<file path="src/rtl/cordic_sequencer_pkg.sv">
// Shared definitions for the CORDIC iteration sequencer.
// Holds the FSM state encoding, the system/mode encodings, the default
// count-width types and the hyperbolic shift values that must be executed twice.
package cordic_sequencer_pkg;

  typedef enum logic [1:0] {
    StIdle = 2'd0,
    StRun  = 2'd1,
    StDone = 2'd2
  } state_e;

  typedef enum logic {
    SysHyperbolic = 1'b0,
    SysCircular   = 1'b1
  } system_e;

  typedef enum logic {
    ModeVectoring = 1'b0,
    ModeRotation  = 1'b1
  } mode_e;

  // Default width of iteration count / shift fields.
  localparam int unsigned CntW = 5;

  typedef logic [CntW-1:0] cnt_t;
  // One bit wider so all-ones can mean "no overflow seen".
  typedef logic [CntW:0]   ov_step_t;

  // Hyperbolic CORDIC only converges if these shifts are executed twice.
  localparam int unsigned HypRepeatLo = 4;
  localparam int unsigned HypRepeatHi = 13;

endpackage

</file>
<file path="src/rtl/cordic_sequencer_if.sv">
// Bundle of the sequencer's job, core and result signals.
// slave  : the sequencer side (accepts jobs, drives the core state, returns results).
// master : the environment side (issues jobs, hosts the combinational core, takes results).
interface cordic_sequencer_if #(
  parameter int unsigned P_WIDTH = 32,
  parameter int unsigned P_CNT_W = 5
);
  // Job request
  logic               start_valid;
  logic               start_ready;
  logic               start_system;
  logic               start_mode;
  logic [P_CNT_W-1:0] start_iter;
  logic [P_WIDTH-1:0] start_x;
  logic [P_WIDTH-1:0] start_y;
  logic [P_WIDTH-1:0] start_z;
  // Combinational core link
  logic [P_WIDTH-1:0] core_x;
  logic [P_WIDTH-1:0] core_y;
  logic [P_WIDTH-1:0] core_z;
  logic [P_CNT_W-1:0] core_shift;
  logic               core_system;
  logic               core_mode;
  logic [P_WIDTH-1:0] core_x_nxt;
  logic [P_WIDTH-1:0] core_y_nxt;
  logic [P_WIDTH-1:0] core_z_nxt;
  logic               core_x_ov;
  logic               core_y_ov;
  logic               core_z_ov;
  // Result
  logic               res_valid;
  logic               res_ready;
  logic [P_WIDTH-1:0] res_x;
  logic [P_WIDTH-1:0] res_y;
  logic [P_WIDTH-1:0] res_z;
  logic [2:0]         res_ov;
  logic [P_CNT_W:0]   res_ov_step;

  modport slave (
    input  start_valid, start_system, start_mode, start_iter, start_x, start_y, start_z,
    output start_ready,
    output core_x, core_y, core_z, core_shift, core_system, core_mode,
    input  core_x_nxt, core_y_nxt, core_z_nxt, core_x_ov, core_y_ov, core_z_ov,
    output res_valid, res_x, res_y, res_z, res_ov, res_ov_step,
    input  res_ready
  );

  modport master (
    output start_valid, start_system, start_mode, start_iter, start_x, start_y, start_z,
    input  start_ready,
    input  core_x, core_y, core_z, core_shift, core_system, core_mode,
    output core_x_nxt, core_y_nxt, core_z_nxt, core_x_ov, core_y_ov, core_z_ov,
    input  res_valid, res_x, res_y, res_z, res_ov, res_ov_step,
    output res_ready
  );

endinterface

</file>
<file path="src/rtl/cordic_shift_gen.sv">
// Shift-index generator for the CORDIC sequencer.
// Ports:
//   clk, rst_n : clock, asynchronous active-low reset
//   system_i   : 1 circular, 0 hyperbolic (must be valid on load and on every step)
//   load_i     : start a new sequence (circular starts at 0, hyperbolic at 1)
//   step_i     : advance to the shift of the next iteration
//   shift_o    : shift index for the current iteration
module cordic_shift_gen
  import cordic_sequencer_pkg::*;
#(
  parameter int unsigned P_CNT_W = CntW
) (
  input  logic               clk,
  input  logic               rst_n,
  input  logic               system_i,
  input  logic               load_i,
  input  logic               step_i,
  output logic [P_CNT_W-1:0] shift_o
);

  localparam logic [P_CNT_W-1:0] RepLo = P_CNT_W'(HypRepeatLo);
  localparam logic [P_CNT_W-1:0] RepHi = P_CNT_W'(HypRepeatHi);

  logic [P_CNT_W-1:0] shift_q, shift_d;
  logic               rep_q, rep_d;

  always_comb begin
    shift_d = shift_q;
    rep_d   = rep_q;
    if (load_i) begin
      shift_d = (system_i == SysCircular) ? '0 : P_CNT_W'(1);
      rep_d   = 1'b0;
    end else if (step_i) begin
      // rep_q marks that the first pass of a repeated shift is already done.
      if ((system_i == SysHyperbolic) && !rep_q && ((shift_q == RepLo) || (shift_q == RepHi)))
      begin
        rep_d = 1'b1;
      end else begin
        shift_d = shift_q + 1'b1;
        rep_d   = 1'b0;
      end
    end
  end

  always_ff @(posedge clk or negedge rst_n) begin
    if (!rst_n) begin
      shift_q <= '0;
      rep_q   <= 1'b0;
    end else begin
      shift_q <= shift_d;
      rep_q   <= rep_d;
    end
  end

  assign shift_o = shift_q;

endmodule

</file>
<file path="src/rtl/cordic_sequencer.sv">
// Iteration sequencer for an external combinational CORDIC core.
// Accepts a job, feeds the registered x/y/z state and shift index to the core
// each cycle, registers the core's next state, collects sticky overflow flags
// and the step of the first overflow, and presents the result until taken.
// Ports:
//   clk, rst_n : clock, asynchronous active-low reset
//   bus        : job request, core link and result handshake (slave side)
module cordic_sequencer
  import cordic_sequencer_pkg::*;
#(
  parameter int unsigned P_WIDTH    = 32,
  parameter int unsigned P_MAX_ITER = 30,
  parameter int unsigned P_CNT_W    = CntW
) (
  input logic               clk,
  input logic               rst_n,
  cordic_sequencer_if.slave bus
);

  localparam logic [P_CNT_W-1:0] MaxIter = P_CNT_W'(P_MAX_ITER);

  state_e             state_q, state_d;
  logic [P_WIDTH-1:0] x_q, x_d, y_q, y_d, z_q, z_d;
  logic               system_q, system_d, mode_q, mode_d;
  logic [P_CNT_W-1:0] cnt_q, cnt_d, step_q, step_d;
  logic [2:0]         ov_q, ov_d;
  logic [P_CNT_W:0]   ov_step_q, ov_step_d;

  logic               accept, running, shift_system;
  logic [P_CNT_W-1:0] step_inc, iter_clamped, shift;
  logic [2:0]         ov_in;

  assign accept       = (state_q == StIdle) && bus.start_valid;
  assign running      = (state_q == StRun);
  assign step_inc     = step_q + 1'b1;
  assign iter_clamped = (bus.start_iter > MaxIter) ? MaxIter : bus.start_iter;
  assign ov_in        = {bus.core_x_ov, bus.core_y_ov, bus.core_z_ov};
  // The shift generator loads in the accept cycle, before system_q is valid.
  assign shift_system = accept ? bus.start_system : system_q;

  cordic_shift_gen #(
    .P_CNT_W (P_CNT_W)
  ) u_shift_gen (
    .clk      (clk),
    .rst_n    (rst_n),
    .system_i (shift_system),
    .load_i   (accept),
    .step_i   (running),
    .shift_o  (shift)
  );

  // State register
  always_ff @(posedge clk or negedge rst_n) begin
    if (!rst_n) begin
      state_q <= StIdle;
    end else begin
      state_q <= state_d;
    end
  end

  // Next state
  always_comb begin
    state_d = state_q;
    unique case (state_q)
      StIdle: if (bus.start_valid) state_d = (iter_clamped == '0) ? StDone : StRun;
      StRun:  if (step_inc == cnt_q) state_d = StDone;
      StDone: if (bus.res_ready) state_d = StIdle;
      default: state_d = StIdle;
    endcase
  end

  // Outputs
  always_comb begin
    bus.start_ready = (state_q == StIdle);
    bus.res_valid   = (state_q == StDone);
    bus.core_x      = x_q;
    bus.core_y      = y_q;
    bus.core_z      = z_q;
    bus.core_shift  = shift;
    bus.core_system = system_q;
    bus.core_mode   = mode_q;
    bus.res_x       = x_q;
    bus.res_y       = y_q;
    bus.res_z       = z_q;
    bus.res_ov      = ov_q;
    bus.res_ov_step = ov_step_q;
  end

  // Job datapath next state
  always_comb begin
    x_d       = x_q;
    y_d       = y_q;
    z_d       = z_q;
    system_d  = system_q;
    mode_d    = mode_q;
    cnt_d     = cnt_q;
    step_d    = step_q;
    ov_d      = ov_q;
    ov_step_d = ov_step_q;
    if (accept) begin
      x_d       = bus.start_x;
      y_d       = bus.start_y;
      z_d       = bus.start_z;
      system_d  = bus.start_system;
      mode_d    = bus.start_mode;
      cnt_d     = iter_clamped;
      step_d    = '0;
      ov_d      = '0;
      ov_step_d = '1;
    end else if (running) begin
      x_d    = bus.core_x_nxt;
      y_d    = bus.core_y_nxt;
      z_d    = bus.core_z_nxt;
      step_d = step_inc;
      ov_d   = ov_q | ov_in;
      if ((ov_q == 3'b000) && (ov_in != 3'b000)) ov_step_d = {1'b0, step_q};
    end
  end

  always_ff @(posedge clk or negedge rst_n) begin
    if (!rst_n) begin
      x_q       <= '0;
      y_q       <= '0;
      z_q       <= '0;
      system_q  <= 1'b0;
      mode_q    <= 1'b0;
      cnt_q     <= '0;
      step_q    <= '0;
      ov_q      <= '0;
      ov_step_q <= '1;
    end else begin
      x_q       <= x_d;
      y_q       <= y_d;
      z_q       <= z_d;
      system_q  <= system_d;
      mode_q    <= mode_d;
      cnt_q     <= cnt_d;
      step_q    <= step_d;
      ov_q      <= ov_d;
      ov_step_q <= ov_step_d;
    end
  end

endmodule

</file>
<file path="src/flat_wrapper.sv">
// flat-port wrapper written by rule: the top's interface ports become plain ports
module cordic_sequencer_flat import cordic_sequencer_pkg::*;
#(
  parameter int unsigned P_WIDTH    = 32,
  parameter int unsigned P_MAX_ITER = 30,
  parameter int unsigned P_CNT_W    = CntW
)
  (clk, rst_n, bus_start_valid, bus_start_system, bus_start_mode, bus_start_iter, bus_start_x, bus_start_y, bus_start_z, bus_start_ready, bus_core_x, bus_core_y, bus_core_z, bus_core_shift, bus_core_system, bus_core_mode, bus_core_x_nxt, bus_core_y_nxt, bus_core_z_nxt, bus_core_x_ov, bus_core_y_ov, bus_core_z_ov, bus_res_valid, bus_res_x, bus_res_y, bus_res_z, bus_res_ov, bus_res_ov_step, bus_res_ready);
  cordic_sequencer_if #(.P_WIDTH(P_WIDTH), .P_CNT_W(P_CNT_W)) bus_i ();
  input logic clk;
  input logic rst_n;
  input wire logic [$bits(bus_i.start_valid)-1:0] bus_start_valid;
  input wire logic [$bits(bus_i.start_system)-1:0] bus_start_system;
  input wire logic [$bits(bus_i.start_mode)-1:0] bus_start_mode;
  input wire logic [$bits(bus_i.start_iter)-1:0] bus_start_iter;
  input wire logic [$bits(bus_i.start_x)-1:0] bus_start_x;
  input wire logic [$bits(bus_i.start_y)-1:0] bus_start_y;
  input wire logic [$bits(bus_i.start_z)-1:0] bus_start_z;
  output wire logic [$bits(bus_i.start_ready)-1:0] bus_start_ready;
  output wire logic [$bits(bus_i.core_x)-1:0] bus_core_x;
  output wire logic [$bits(bus_i.core_y)-1:0] bus_core_y;
  output wire logic [$bits(bus_i.core_z)-1:0] bus_core_z;
  output wire logic [$bits(bus_i.core_shift)-1:0] bus_core_shift;
  output wire logic [$bits(bus_i.core_system)-1:0] bus_core_system;
  output wire logic [$bits(bus_i.core_mode)-1:0] bus_core_mode;
  input wire logic [$bits(bus_i.core_x_nxt)-1:0] bus_core_x_nxt;
  input wire logic [$bits(bus_i.core_y_nxt)-1:0] bus_core_y_nxt;
  input wire logic [$bits(bus_i.core_z_nxt)-1:0] bus_core_z_nxt;
  input wire logic [$bits(bus_i.core_x_ov)-1:0] bus_core_x_ov;
  input wire logic [$bits(bus_i.core_y_ov)-1:0] bus_core_y_ov;
  input wire logic [$bits(bus_i.core_z_ov)-1:0] bus_core_z_ov;
  output wire logic [$bits(bus_i.res_valid)-1:0] bus_res_valid;
  output wire logic [$bits(bus_i.res_x)-1:0] bus_res_x;
  output wire logic [$bits(bus_i.res_y)-1:0] bus_res_y;
  output wire logic [$bits(bus_i.res_z)-1:0] bus_res_z;
  output wire logic [$bits(bus_i.res_ov)-1:0] bus_res_ov;
  output wire logic [$bits(bus_i.res_ov_step)-1:0] bus_res_ov_step;
  input wire logic [$bits(bus_i.res_ready)-1:0] bus_res_ready;
  assign bus_i.start_valid = bus_start_valid;
  assign bus_i.start_system = bus_start_system;
  assign bus_i.start_mode = bus_start_mode;
  assign bus_i.start_iter = bus_start_iter;
  assign bus_i.start_x = bus_start_x;
  assign bus_i.start_y = bus_start_y;
  assign bus_i.start_z = bus_start_z;
  assign bus_start_ready = bus_i.start_ready;
  assign bus_core_x = bus_i.core_x;
  assign bus_core_y = bus_i.core_y;
  assign bus_core_z = bus_i.core_z;
  assign bus_core_shift = bus_i.core_shift;
  assign bus_core_system = bus_i.core_system;
  assign bus_core_mode = bus_i.core_mode;
  assign bus_i.core_x_nxt = bus_core_x_nxt;
  assign bus_i.core_y_nxt = bus_core_y_nxt;
  assign bus_i.core_z_nxt = bus_core_z_nxt;
  assign bus_i.core_x_ov = bus_core_x_ov;
  assign bus_i.core_y_ov = bus_core_y_ov;
  assign bus_i.core_z_ov = bus_core_z_ov;
  assign bus_res_valid = bus_i.res_valid;
  assign bus_res_x = bus_i.res_x;
  assign bus_res_y = bus_i.res_y;
  assign bus_res_z = bus_i.res_z;
  assign bus_res_ov = bus_i.res_ov;
  assign bus_res_ov_step = bus_i.res_ov_step;
  assign bus_i.res_ready = bus_res_ready;
  cordic_sequencer #(.P_WIDTH(P_WIDTH), .P_MAX_ITER(P_MAX_ITER), .P_CNT_W(P_CNT_W)) u_core (.clk(clk), .rst_n(rst_n), .bus(bus_i));
endmodule
</file>
<file path="config.mk">
export PLATFORM = sky130hd
export DESIGN_NAME = cordic_sequencer_flat
export DESIGN_NICKNAME = d
export VERILOG_FILES = /design/src/rtl/cordic_sequencer_pkg.sv /design/src/rtl/cordic_sequencer_if.sv /design/src/rtl/cordic_shift_gen.sv /design/src/rtl/cordic_sequencer.sv /design/src/flat_wrapper.sv
export SDC_FILE = /design/constraint.sdc
export NUM_CORES = 1
export LEC_CHECK = 0
export ABC_CLOCK_PERIOD_IN_PS = 3200
export BUFFER_PORTS_ARGS = -buffer_cell sky130_fd_sc_hd__buf_2
export CAP_MARGIN = 20
export CORE_AREA = 2 2 160 162
export CTS_CLUSTER_SIZE = 8
export DETAILED_ROUTE_END_ITERATION = 12
export DIE_AREA = 0 0 162 164
export MAX_ROUTING_LAYER = met4
export SYNTH_ARGS = -nofsm -noshare
export SYNTH_HDL_FRONTEND = slang
export SYNTH_SLANG_ARGS = --single-unit
</file>
<file path="constraint.sdc">
create_clock -name clk -period 3.2 [get_ports clk]
set_clock_uncertainty 0.15 [all_clocks]
set_input_delay 0.16 -clock clk [delete_from_list [all_inputs] [get_ports clk]]
set_output_delay 0.16 -clock clk [all_outputs]
set_load 0.03 [all_outputs]
</file>
==> results of run 1 <==
[layer usage]
| layer | vias up | global-route usage (%) | wire, um |
|---|---|---|---|
| met2 | 305 | 29.28 | 11900 |
| li1 | 3167 | - | - |
| met4 | 0 | 6.396 | 495 |
| met3 | 38 | 3.535 | 1386 |
| met5 | - | - | 0 |
| met1 | 3284 | 20.02 | 9288 |
[registers in the layout, summed over array words and instances, names as in the netlist]
signal / cells
u_core.bus.core_x: 32
u_core.bus.core_y: 32
u_core.bus.core_z: 32
u_core.bus.res_ov_step: 6
u_core.cnt_q: 5
u_core.step_q: 5
u_core.u_shift_gen.shift_o: 5
u_core.bus.res_ov: 3
u_core.state_q: 2
u_core.bus.core_mode: 1
u_core.bus.core_system: 1
u_core.u_shift_gen.rep_q: 1
[through the flow]
stage	cells	util, %
after global placement	1282	31.69
final	1519	42.42
after detailed placement	1282	31.69
after CTS	1519	42.42
after global routing	1519	42.42
after floorplan	663	-
[placed cells by master, fill, tap and decap left out, types with 5 or more instances in the layout]
cell type	instances
mux2i_1	5
dfstp_2	6
buf_2	414
nand2_1	230
dfrtp_1	119
clkbuf_16	17
inv_1	6
o21ai_0	7
a21oi_1	8
dlygate4sd3_1	205
buf_4	6
a22oi_1	97
nor2_1	7
nand3_1	5
[cell type report]
type / instances / area, um2
multi-input cells: 399 / 2138
well taps: 330 / 412.9
inverters: 6 / 22.52
fillers: 2390 / 14290
repair buffers: 627 / 4209
flip-flops and latches: 125 / 3136
clock buffers: 17 / 425.4
clock inverters: 15 / 185.2
[report_power, final]
group	switching [mW]	total [mW]	internal, mW
combinational	5.24	7.95	2.71
sequential	0.745	3.16	2.42
clock	0.780	2.02	1.24
[worst min-delay path by stage]
stage | endpoint | slack, ns | depth (start not counted)
2_1_floorplan | u_core.bus.core_mode$_DFFE_PN0N_ | -0.29 | 0
3_3_place_gp | u_core.bus.core_x[16]$_DFFE_PN0P_ | -0.09 | 1
3_5_place_dp | u_core.bus.core_x[16]$_DFFE_PN0P_ | -0.09 | 1
4_1_cts | u_core.bus.core_x[16]$_DFFE_PN0P_ | 0.007 | 2
5_1_grt | u_core.bus.core_x[24]$_DFFE_PN0P_ | 0.04 | 2
6_report | u_core.bus.core_x[16]$_DFFE_PN0P_ | 0.03 | 2
[critical path, stage by stage, from the launching register on]
cell and delay, ns:
dfrtp_1 0.48, nor3b_4 0.45, buf_12 0.46, a22oi_1 0.17, dlygate4sd3_1 0.62, nand2_1 0.07
[cells by family after synthesis]
logic type,count (synthesis),share of synthesized area [%]
xor+xnor,6,0.8505
fa+ha+maj,4,0.8101
compound gates,125,14.90
simple gates,259,17.05
flops,125,50.75
mux,5,0.8101
buf+inv,139,14.82
==> results.md, run 1 <==
* Most common cell in the netlist: nand2_1
* PnR worst setup slack at 0.6387 ns
* Setup slack, reg-to-reg at 0.64 ns
* Total placed instance area at 7866 um2
* Die Y-Extent at 164 um
* Maximum number of pins on one net before global-route repair at 108
* Final Max Tran Viols at 0
* Number of standard-cell rows in the floorplan at 58
* Wire length of the first global-routing pass at 34.86 mm
* Number of remaining DRC errors at 0
* Worst reg-to-reg path cell count at 5
* Part of the cycle the worst path needs at 80.04%
* Overall routed net length at 23.07 mm
* Post-DR vias/cell at 4.473
* Core area at 24820 um2
* Latest clock arrival within the worst-skew pair at 0.41 ns
* Library cell with the largest summed area after synthesis: dfrtp_1
* Setup violations, final at 0
* Outcome: finished, final reports clean
* Endpoint of the most critical setup path: u_core.bus.core_z[20]$_DFFE_PN0P_
* Proportion of layout cells with a drive suffix above 1 at 39.36%
* Effective utilization at floorplan at 24.89%
* TritonCTS clock tree: built
* Proportion of netlist area held by the largest area contributor at 48.20%
* Detailed Route Iter0 Violations at 463
* Category of the worst setup path capture point: flop
* Pre-Repair DR Iteration Count at 5
* Synthesized netlist cell count at 663
* Buffer depth of the longest clock path at 2
* Vias after detailed routing at 6794
* Avg Synthesized Cell Area at 9.319 um2
* Synthesized area at 6178 um2
* Slew headroom at 48.27%
* Number of nets in the layout at 1386
* Post_cts resized at 0
* Number of antenna violations at the first check in global routing at 0
* Overflow after GRT at 0
* Antenna Violating Nets Remaining at 0
* CTS hold repair buffers at 205
* Library cells used by synthesis at 39
* Most used flip-flop cell after synthesis: dfrtp_1
* Post-layout instance area at 10530 um2
* Launching point of the worst reg2reg path: u_core.state_q[1]$_DFFE_PN0P_
* Seq cells post-synth at 125
* Number of clock buffers inserted by TritonCTS at 17
* Clock Pin Slew Worst Setup and Hold Paths at 0.07 ns
* Highest achievable clock rate at 390.4 MHz
* Power density of the placed cells at 1247 nW/um2
* Worst reg2reg endpoint: u_core.bus.core_z[20]$_DFFE_PN0P_
* Sinks on Clock Net at 125
* Die Area at 26570 um2
* Syn. warnings at 0
* Count of flip-flops with a built-in enable after synthesis at 0
* Leakage power of the design at 5.407 nW
* Buffers added on ports at 415
* Mapped Nets at 873
* Setup repair after global routing missed its margin: no
* Critical Path RT at 3.39 ns
* Final sum of negative setup slack at 0 ns
* Cell types with the largest area share after synthesis: dfrtp_1, nand2_1, buf_4
* Minimum clock period after layout at 2.561 ns
* Async S/R FF share, synth at 100.0%
* Worst Max-Slew Pin Slew at 0.7741 ns
* Floorplan die width at 162 um
* Relative area change from synthesis to final layout at 70.41%
* Wire length per cell at 15.19 um
* Final hold violations at 0
* Top cell types by occurrence after synthesis: nand2_1, dfrtp_1, buf_4
* Arrival time at the worst endpoint at 2.75 ns
* Critical Path Fanout Max at 107
* Count of max-cap constraint violations at 0
* Path class of the lowest-slack min-delay path: in -> async
* Pre-CTS setup slack at 1.213 ns
* Maximum vdd ir drop at 0.5748 mV
* Level count of the clock H-tree at 4
* Total Routing Usage GR at 17.16%
* Tightest hold margin at 0.02957 ns
* CTS root buf: clkbuf_16
* Vias in the first global route at 6725
* Startpoint of the worst setup timing path: u_core.state_q[1]$_DFFE_PN0P_
* DPL Wire Length at 14.57 mm
* Routability-driven placement congestion ratio at 0.8025
* Total power after layout at 13.13 mW
* Top-Level Pins at 416
* Post-CTS setup buffer count at 0
* Fraction of the yosys area taken by sequential cells at 50.75%
* CP Launch Type: flop
* Type of the worst setup path: reg -> reg
* Number of antenna cells inserted at 0
Power figures use the tool's default switching activity.
==> run 2, diff against run 1 <==
--- a/config.mk
+++ b/config.mk
@@ -5,13 +5,14 @@
 export SDC_FILE = /design/constraint.sdc
 export NUM_CORES = 1
 export LEC_CHECK = 0
-export ABC_CLOCK_PERIOD_IN_PS = 3200
+export ABC_AREA = 1
+export ABC_CLOCK_PERIOD_IN_PS = 2200
 export BUFFER_PORTS_ARGS = -buffer_cell sky130_fd_sc_hd__buf_2
 export CAP_MARGIN = 20
-export CORE_AREA = 2 2 160 162
+export CORE_AREA = 2 2 162 164
 export CTS_CLUSTER_SIZE = 8
 export DETAILED_ROUTE_END_ITERATION = 12
-export DIE_AREA = 0 0 162 164
+export DIE_AREA = 0 0 164 166
 export MAX_ROUTING_LAYER = met4
 export SYNTH_ARGS = -nofsm -noshare
 export SYNTH_HDL_FRONTEND = slang
==> constraint.sdc (replaced) <==
create_clock -name clk -period 2.2 [get_ports clk]
set_clock_uncertainty 0.15 [all_clocks]
set_input_delay 0.11 -clock clk [delete_from_list [all_inputs] [get_ports clk]]
set_output_delay 0.11 -clock clk [all_outputs]
set_load 0.03 [all_outputs]
==> run 2 against run 1 <==
  * Worst hold slack improved by 0.083 ns
  * Core utilization is 0.59 points lower
  * First-iteration DRC count is 2.2% higher
  * Via count increased by 6.3%
  * Synthesized area grew 1.8%
  * Worst setup slack got worse by 0.46 ns
  * Sequential share of layout area fell by 0.52 points
  * Power up 32%
  * Die area up 2.5%
  * Maximum frequency is 27% higher
  * Cell count is 9.2% higher
  * Non-clock buffer count grew 5
==> results.md, run 2 <==
* Proportion of netlist area held by the largest area contributor at 47.34%
* Relative area change from synthesis to final layout at 70.36%
* Library cells used by synthesis at 27
* Post-DR vias/cell at 4.354
* Critical Path Fanout Max at 41
* Maximum vdd ir drop at 0.9758 mV
* Vias in the first global route at 7129
* Leakage power of the design at 5.619 nW
* Share of power burned in registers at 26.6%
* Count of max-cap constraint violations at 0
* Highest routing layer actually used: met4
* Highest-count cells in the layout ignoring fill and taps: buf_2, nand2_1, dlygate4sd3_1
* Peak per-stage delay on the critical path at 0.43 ns
* Buffers added on ports at 415
* Internal Pwr Total at 7.863 mW
* Sinks on Clock Net at 125
* Wire length per cell at 15.53 um
* Number of standard-cell rows in the floorplan at 59
* Met3 wire length at 1.753 mm
* Highest achievable clock rate at 494.9 MHz
* Total power after layout at 17.35 mW
* Number of remaining DRC errors at 0
* Latest clock arrival within the worst-skew pair at 0.41 ns
* Maximum number of pins on one net before global-route repair at 65
* Buffer depth of the longest clock path at 2
* Path class of the lowest-slack min-delay path: in -> async
* TritonCTS clock tree: built
* Arrival time at the worst endpoint at 2.20 ns
* Combinational share of power at 57.6%
* Detailed Route Iter0 Violations at 473
* Clock Pin Slew Worst Setup and Hold Paths at 0.07 ns
* Final sum of negative setup slack at 0 ns
* Outcome: finished, final reports clean
* Core area at 25620 um2
* PnR worst setup slack at 0.1794 ns
* Type of the worst setup path: reg -> reg
* Seq cells post-synth at 125
* Cell types with the largest area share after synthesis: dfrtp_1, nand2_1, buf_4
* Critical Path RT at 2.38 ns
* Number of nets in the layout at 1520
* Bufs and invs on worst path at 2
* Total Routing Usage GR at 18.85%
* Antenna Violating Nets Remaining at 0
* Switching part of the total power at 54.67%
* Avg Synthesized Cell Area at 7.982 um2
* Syn. warnings at 0
* Critical path, cell by cell: nor2_4, buf_8, inv_1, o21ai_4, nor2_1, a31oi_1
* Synthesized area at 6290 um2
* CP Launch Type: flop
* Mapped Nets at 998
* Synthesized netlist cell count at 788
* Die Area at 27220 um2
* Number of clock buffers inserted by TritonCTS at 17
* DPL Wire Length at 16.42 mm
* Slew headroom at 23.98%
* Final hold violations at 0
* Die Y-Extent at 166 um
* Effective utilization at floorplan at 24.55%
* Category of the worst setup path capture point: flop
* Part of the cycle the worst path needs at 91.85%
* Library cell with the largest summed area after synthesis: dfrtp_1
* Vias after detailed routing at 7223
* Floorplan die width at 164 um
* Pre-CTS setup slack at -0.4003 ns
* Clock Power Share at 15.8%
* Post-CTS setup buffer count at 0
* CP max stage cell: dfrtp_1
* Tightest hold margin at 0.1130 ns
* Total placed instance area at 8015 um2
* Setup violations, final at 0
* CTS root buf: clkbuf_16
* Worst Max-Slew Pin Slew at 1.139 ns
* Number of antenna violations at the first check in global routing at 1
* Routability-driven placement congestion ratio at 0.8643
* Top cell types by occurrence after synthesis: nand2_1, dfrtp_1, nand3_1
* Count of flip-flops with a built-in enable after synthesis at 0
* Proportion of layout cells with a drive suffix above 1 at 35.75%
* Overall routed net length at 25.76 mm
* Most used flip-flop cell after synthesis: dfrtp_1
* Power density of the placed cells at 1619 nW/um2
* Setup repair after global routing missed its margin: no
* Minimum clock period after layout at 2.021 ns
* Pre-Repair DR Iteration Count at 5
* M1 WL at 10.20 mm
* Overflow after GRT at 0
* Level count of the clock H-tree at 4
* Post-layout instance area at 10720 um2
* Cell family with most CP delay: buffers and inverters
* Most common cell after layout, fill and taps aside: buf_2
* Final Max Tran Viols at 0
* NetSw at 9.482 mW
* Async S/R FF share, synth at 100.0%
* Detailed-routed wire length on met2 at 13.30 mm
* Fraction of the yosys area taken by sequential cells at 49.85%
* Wire length of the first global-routing pass at 38.91 mm
* Top-Level Pins at 416
* Most common cell in the netlist: nand2_1
## run 2: repair_timing
item                                    4_1_cts  5_1_grt
endpoints found under the hold margin       234        0
pin swaps                                     1        1
endpoints found under the setup margin       88       64
gates resized for setup                       6        6
cloned                                        1        1
hold buffers                                207        0
## run 2: tightest hold or removal path: cells and delay by family
kind                   cells  cell delay (ns)
buffers and inverters      3             0.96
## run 2: path summary, 6_finish.rpt
kind,slack [ns],cells past startpoint,to,startpoint
worst max register to register,0.18,6,u_core.bus.res_ov_step[0]$_DFFE_PN1P_,u_core.state_q[1]$_DFFE_PN0P_
worst max-delay path,0.18,6,u_core.bus.res_ov_step[0]$_DFFE_PN1P_,u_core.state_q[1]$_DFFE_PN0P_
worst min-delay path,0.11,3,u_core.bus.core_x[18]$_DFFE_PN0P_,rst_n
worst min register to register,0.33,2,u_core.bus.core_mode$_DFFE_PN0N_,u_core.bus.core_mode$_DFFE_PN0N_
min in group clk,0.29,4,u_core.bus.core_y[22]$_DFFE_PN0P_,bus_start_y[22]
max in group asynchronous,1.23,3,u_core.bus.core_x[21]$_DFFE_PN0P_,rst_n
## run 2: area by class of cell
cell class / instances / area, um2
clock buffer: 18 / 429.2
multi-input combinational: 507 / 2197
tap: 335 / 419.2
inverter: 27 / 103.9
sequential: 125 / 3136
antenna: 1 / 2.502
clock inverter: 14 / 135.1
fill: 2503 / 14900
timing repair buffer: 632 / 4293
## run 2: routing by layer
layer  up-vias  global-route usage [%]
li1       3450                       -
met1      3369                   21.01
met2       368                   33.50
met3        36                   3.546
met4         0                   6.369
met5         -                       -
## run 2: kinds of logic (layout without fill, tap and decap cells)
kind of cell               after synthesis  count (layout)  share of synthesized area [%]
adders and majority gates                4               4                         0.7957
muxes                                    1               1                         0.1790
xor gates and xnor gates                 3               3                         0.4178
buffers and inverters                  158             691                          15.68
other                                    0               1                              0
AOI/OAI and AO/OA                       32              32                          2.705
and+or+nand+nor                        465             467                          30.38
DFF                                    125             125                          49.85
## run 2: power groups by stage
stage / logic (mW) / registers [mW] / clock network [mW]
floorplan: 5.76 / 6.36 / 0
global placement: 9.43 / 4.58 / 0
detailed placement: 9.50 / 4.59 / 0
CTS: 9.87 / 4.59 / 2.83
global route: 10.7 / 4.75 / 2.92
finish: 9.99 / 4.61 / 2.74
## run 2: metrics by stage
| step | instances | util, % |
|---|---|---|
| after floorplan | 788 | - |
| after global placement | 1417 | 31.29 |
| after detailed placement | 1417 | 31.29 |
| after CTS | 1657 | 41.69 |
| after global routing | 1659 | 41.83 |
| final | 1659 | 41.83 |
==> run 3, diff against run 2 <==
--- a/config.mk
+++ b/config.mk
@@ -6,9 +6,9 @@
 export NUM_CORES = 1
 export LEC_CHECK = 0
 export ABC_AREA = 1
-export ABC_CLOCK_PERIOD_IN_PS = 2200
+export ABC_CLOCK_PERIOD_IN_PS = 2400
 export BUFFER_PORTS_ARGS = -buffer_cell sky130_fd_sc_hd__buf_2
-export CAP_MARGIN = 20
+export CAP_MARGIN = 0
 export CORE_AREA = 2 2 162 164
 export CTS_CLUSTER_SIZE = 8
 export DETAILED_ROUTE_END_ITERATION = 12
==> constraint.sdc (replaced) <==
create_clock -name clk -period 2.4 [get_ports clk]
set_clock_uncertainty 0.15 [all_clocks]
set_input_delay 0.12 -clock clk [delete_from_list [all_inputs] [get_ports clk]]
set_output_delay 0.12 -clock clk [all_outputs]
set_load 0.03 [all_outputs]
==> run 3 against run 2 <==
  * Combinational power fell by 8.3%
  * Core utilization rose by 0.068 points
  * Worst hold slack got worse by 0.036 ns
  * Cell count fell by 0.24%
  * Flip-flop and latch count did not move
  * Power fell by 6.8%
  * Die area did not move
  * Sequential share of layout area barely moved
  * Via count fell by 1.3%
==> results.md, run 3 (synthesis results as in run 2) <==
* Pre-CTS setup slack at -0.1713 ns
* Setup violations, final at 0
* Number of remaining DRC errors at 0
* M1 WL at 9.961 mm
* Part of the cycle the worst path needs at 93.80%
* Met3 wire length at 1.785 mm
* Number of antenna violations at the first check in global routing at 2
* TritonCTS clock tree: built
* Wire length of the first global-routing pass at 37.76 mm
* Vias in the first global route at 6944
* Proportion of layout cells with a drive suffix above 1 at 35.58%
* Level count of the clock H-tree at 4
* DPL Wire Length at 16.35 mm
* Floorplan die width at 164 um
* Relative area change from synthesis to final layout at 70.64%
* Category of the worst setup path capture point: flop
* Path class of the lowest-slack min-delay path: in -> async
* Setup repair after global routing missed its margin: no
* Post-DR vias/cell at 4.308
* Buffer depth of the longest clock path at 2
* Buffers added on ports at 415
* Maximum vdd ir drop at 0.8288 mV
* Final hold violations at 0
* Wire length per cell at 15.12 um
* Count of max-cap constraint violations at 0
* Highest routing layer actually used: met4
* CTS root buf: clkbuf_16
* Outcome: finished, final reports clean
* PnR worst setup slack at 0.1487 ns
* Detailed Route Iter0 Violations at 456
* Total Routing Usage GR at 18.25%
* Number of clock buffers inserted by TritonCTS at 17
* Critical Path Fanout Max at 63
* Highest-count cells in the layout ignoring fill and taps: buf_2, nand2_1, dlygate4sd3_1
* Slew headroom at 46.01%
* Die Area at 27220 um2
* CP Launch Type: flop
* Die Y-Extent at 166 um
* Placed insts at 1414
* Sinks on Clock Net at 125
* Most common cell after layout, fill and taps aside: buf_2
* Power density of the placed cells at 1506 nW/um2
* Leakage power of the design at 5.639 nW
* Layout Cells excl Fill at 1655
* Routability-driven placement congestion ratio at 0.8589
* Total power after layout at 16.17 mW
* Pre-Repair DR Iteration Count at 4
* Overflow after GRT at 0
* Number of nets in the layout at 1515
* Top-Level Pins at 416
* Type of the worst setup path: reg -> reg
* Worst Max-Slew Pin Slew at 0.8090 ns
* Maximum number of pins on one net before global-route repair at 102
* Post-CTS setup buffer count at 0
* Core area at 25620 um2
* Vias after detailed routing at 7130
* Effective utilization at floorplan at 24.55%
* Critical Path RT at 2.59 ns
* Minimum clock period after layout at 2.251 ns
* Final Max Tran Viols at 0
* Detailed-routed wire length on met2 at 12.59 mm
* Highest achievable clock rate at 444.2 MHz
* Tightest hold margin at 0.07742 ns
* Number of standard-cell rows in the floorplan at 59
* Clock Pin Slew Worst Setup and Hold Paths at 0.06 ns
* Antenna Violating Nets Remaining at 0
* Layout fillers at 2495
* Latest clock arrival within the worst-skew pair at 0.41 ns
* Overall routed net length at 25.02 mm
* Arrival time at the worst endpoint at 2.44 ns
-- run 3: power breakdown --
part           total (mW)  internal [mW]  leakage, nW  switching, mW
logic                9.16           2.60         3.82           6.55
registers            4.21           3.21         1.51           1.00
clock network        2.80           1.78        0.308           1.03
total                16.2           7.59         5.64           8.58
-- run 3: layer usage --
metal | vias up | GRT usage, %
met1 | 3281 | 20.53
met2 | 373 | 31.24
li1 | 3432 | -
met4 | 0 | 7.399
met3 | 44 | 3.996
met5 | - | -
-- run 3: final timing paths --
| kind | start | end | slack (ns) | cells after the start |
|---|---|---|---|---|
| setup / recovery | u_core.state_q[1]$_DFFE_PN0P_ | u_core.bus.core_x[30]$_DFFE_PN0P_ | 0.15 | 7 |
| hold / removal | rst_n | u_core.bus.core_x[21]$_DFFE_PN0P_ | 0.08 | 2 |
| setup reg to reg | u_core.state_q[1]$_DFFE_PN0P_ | u_core.bus.core_x[30]$_DFFE_PN0P_ | 0.15 | 7 |
| hold reg to reg | u_core.bus.core_mode$_DFFE_PN0N_ | u_core.bus.core_mode$_DFFE_PN0N_ | 0.33 | 2 |
| max in group asynchronous | rst_n | u_core.bus.core_z[5]$_DFFE_PN0P_ | 1.28 | 3 |
| min in group clk | bus_core_y_nxt[17] | u_core.bus.core_y[17]$_DFFE_PN0P_ | 0.30 | 4 |
-- run 3: repair_timing --
action,CTS,global route
endpoints found under the hold margin,232,0
hold buffers,206,0
gates resized for setup,2,6
setup endpoints to repair,68,80
cloned,0,1
pin swaps,0,1
-- run 3: through the flow --
step | setup TNS (ns) | utilization [%] | cell area [um2]
after floorplan | 0 | - | 6290
after CTS | 0 | 41.75 | 10700
after global routing | 0 | 41.90 | 10730
final | 0 | 41.90 | 10730
after detailed placement | -6.337 | 31.20 | 7993
after global placement | -0.4010 | 31.20 | 7993
-- run 3: critical path, stage by stage, from the launching register on --
cell,delay [ns]
dfrtp_1,0.44
nor2_2,0.18
nand2_2,0.09
inv_4,0.12
buf_8,0.38
nand2_1,0.14
nand3_1,0.12
dlygate4sd3_1,0.55
-- run 3: final cells by class --
cell class | instances | area, um2 | share of cell area (%)
antenna | 2 | 5.005 | 0.04663
clock inverter | 13 | 190.2 | 1.772
clock buffer | 19 | 442.9 | 4.127
timing repair buffer | 628 | 4245 | 39.55
tap | 335 | 419.2 | 3.905
multi-input combinational | 506 | 2191 | 20.41
inverter | 27 | 103.9 | 0.9676
sequential | 125 | 3136 | 29.21
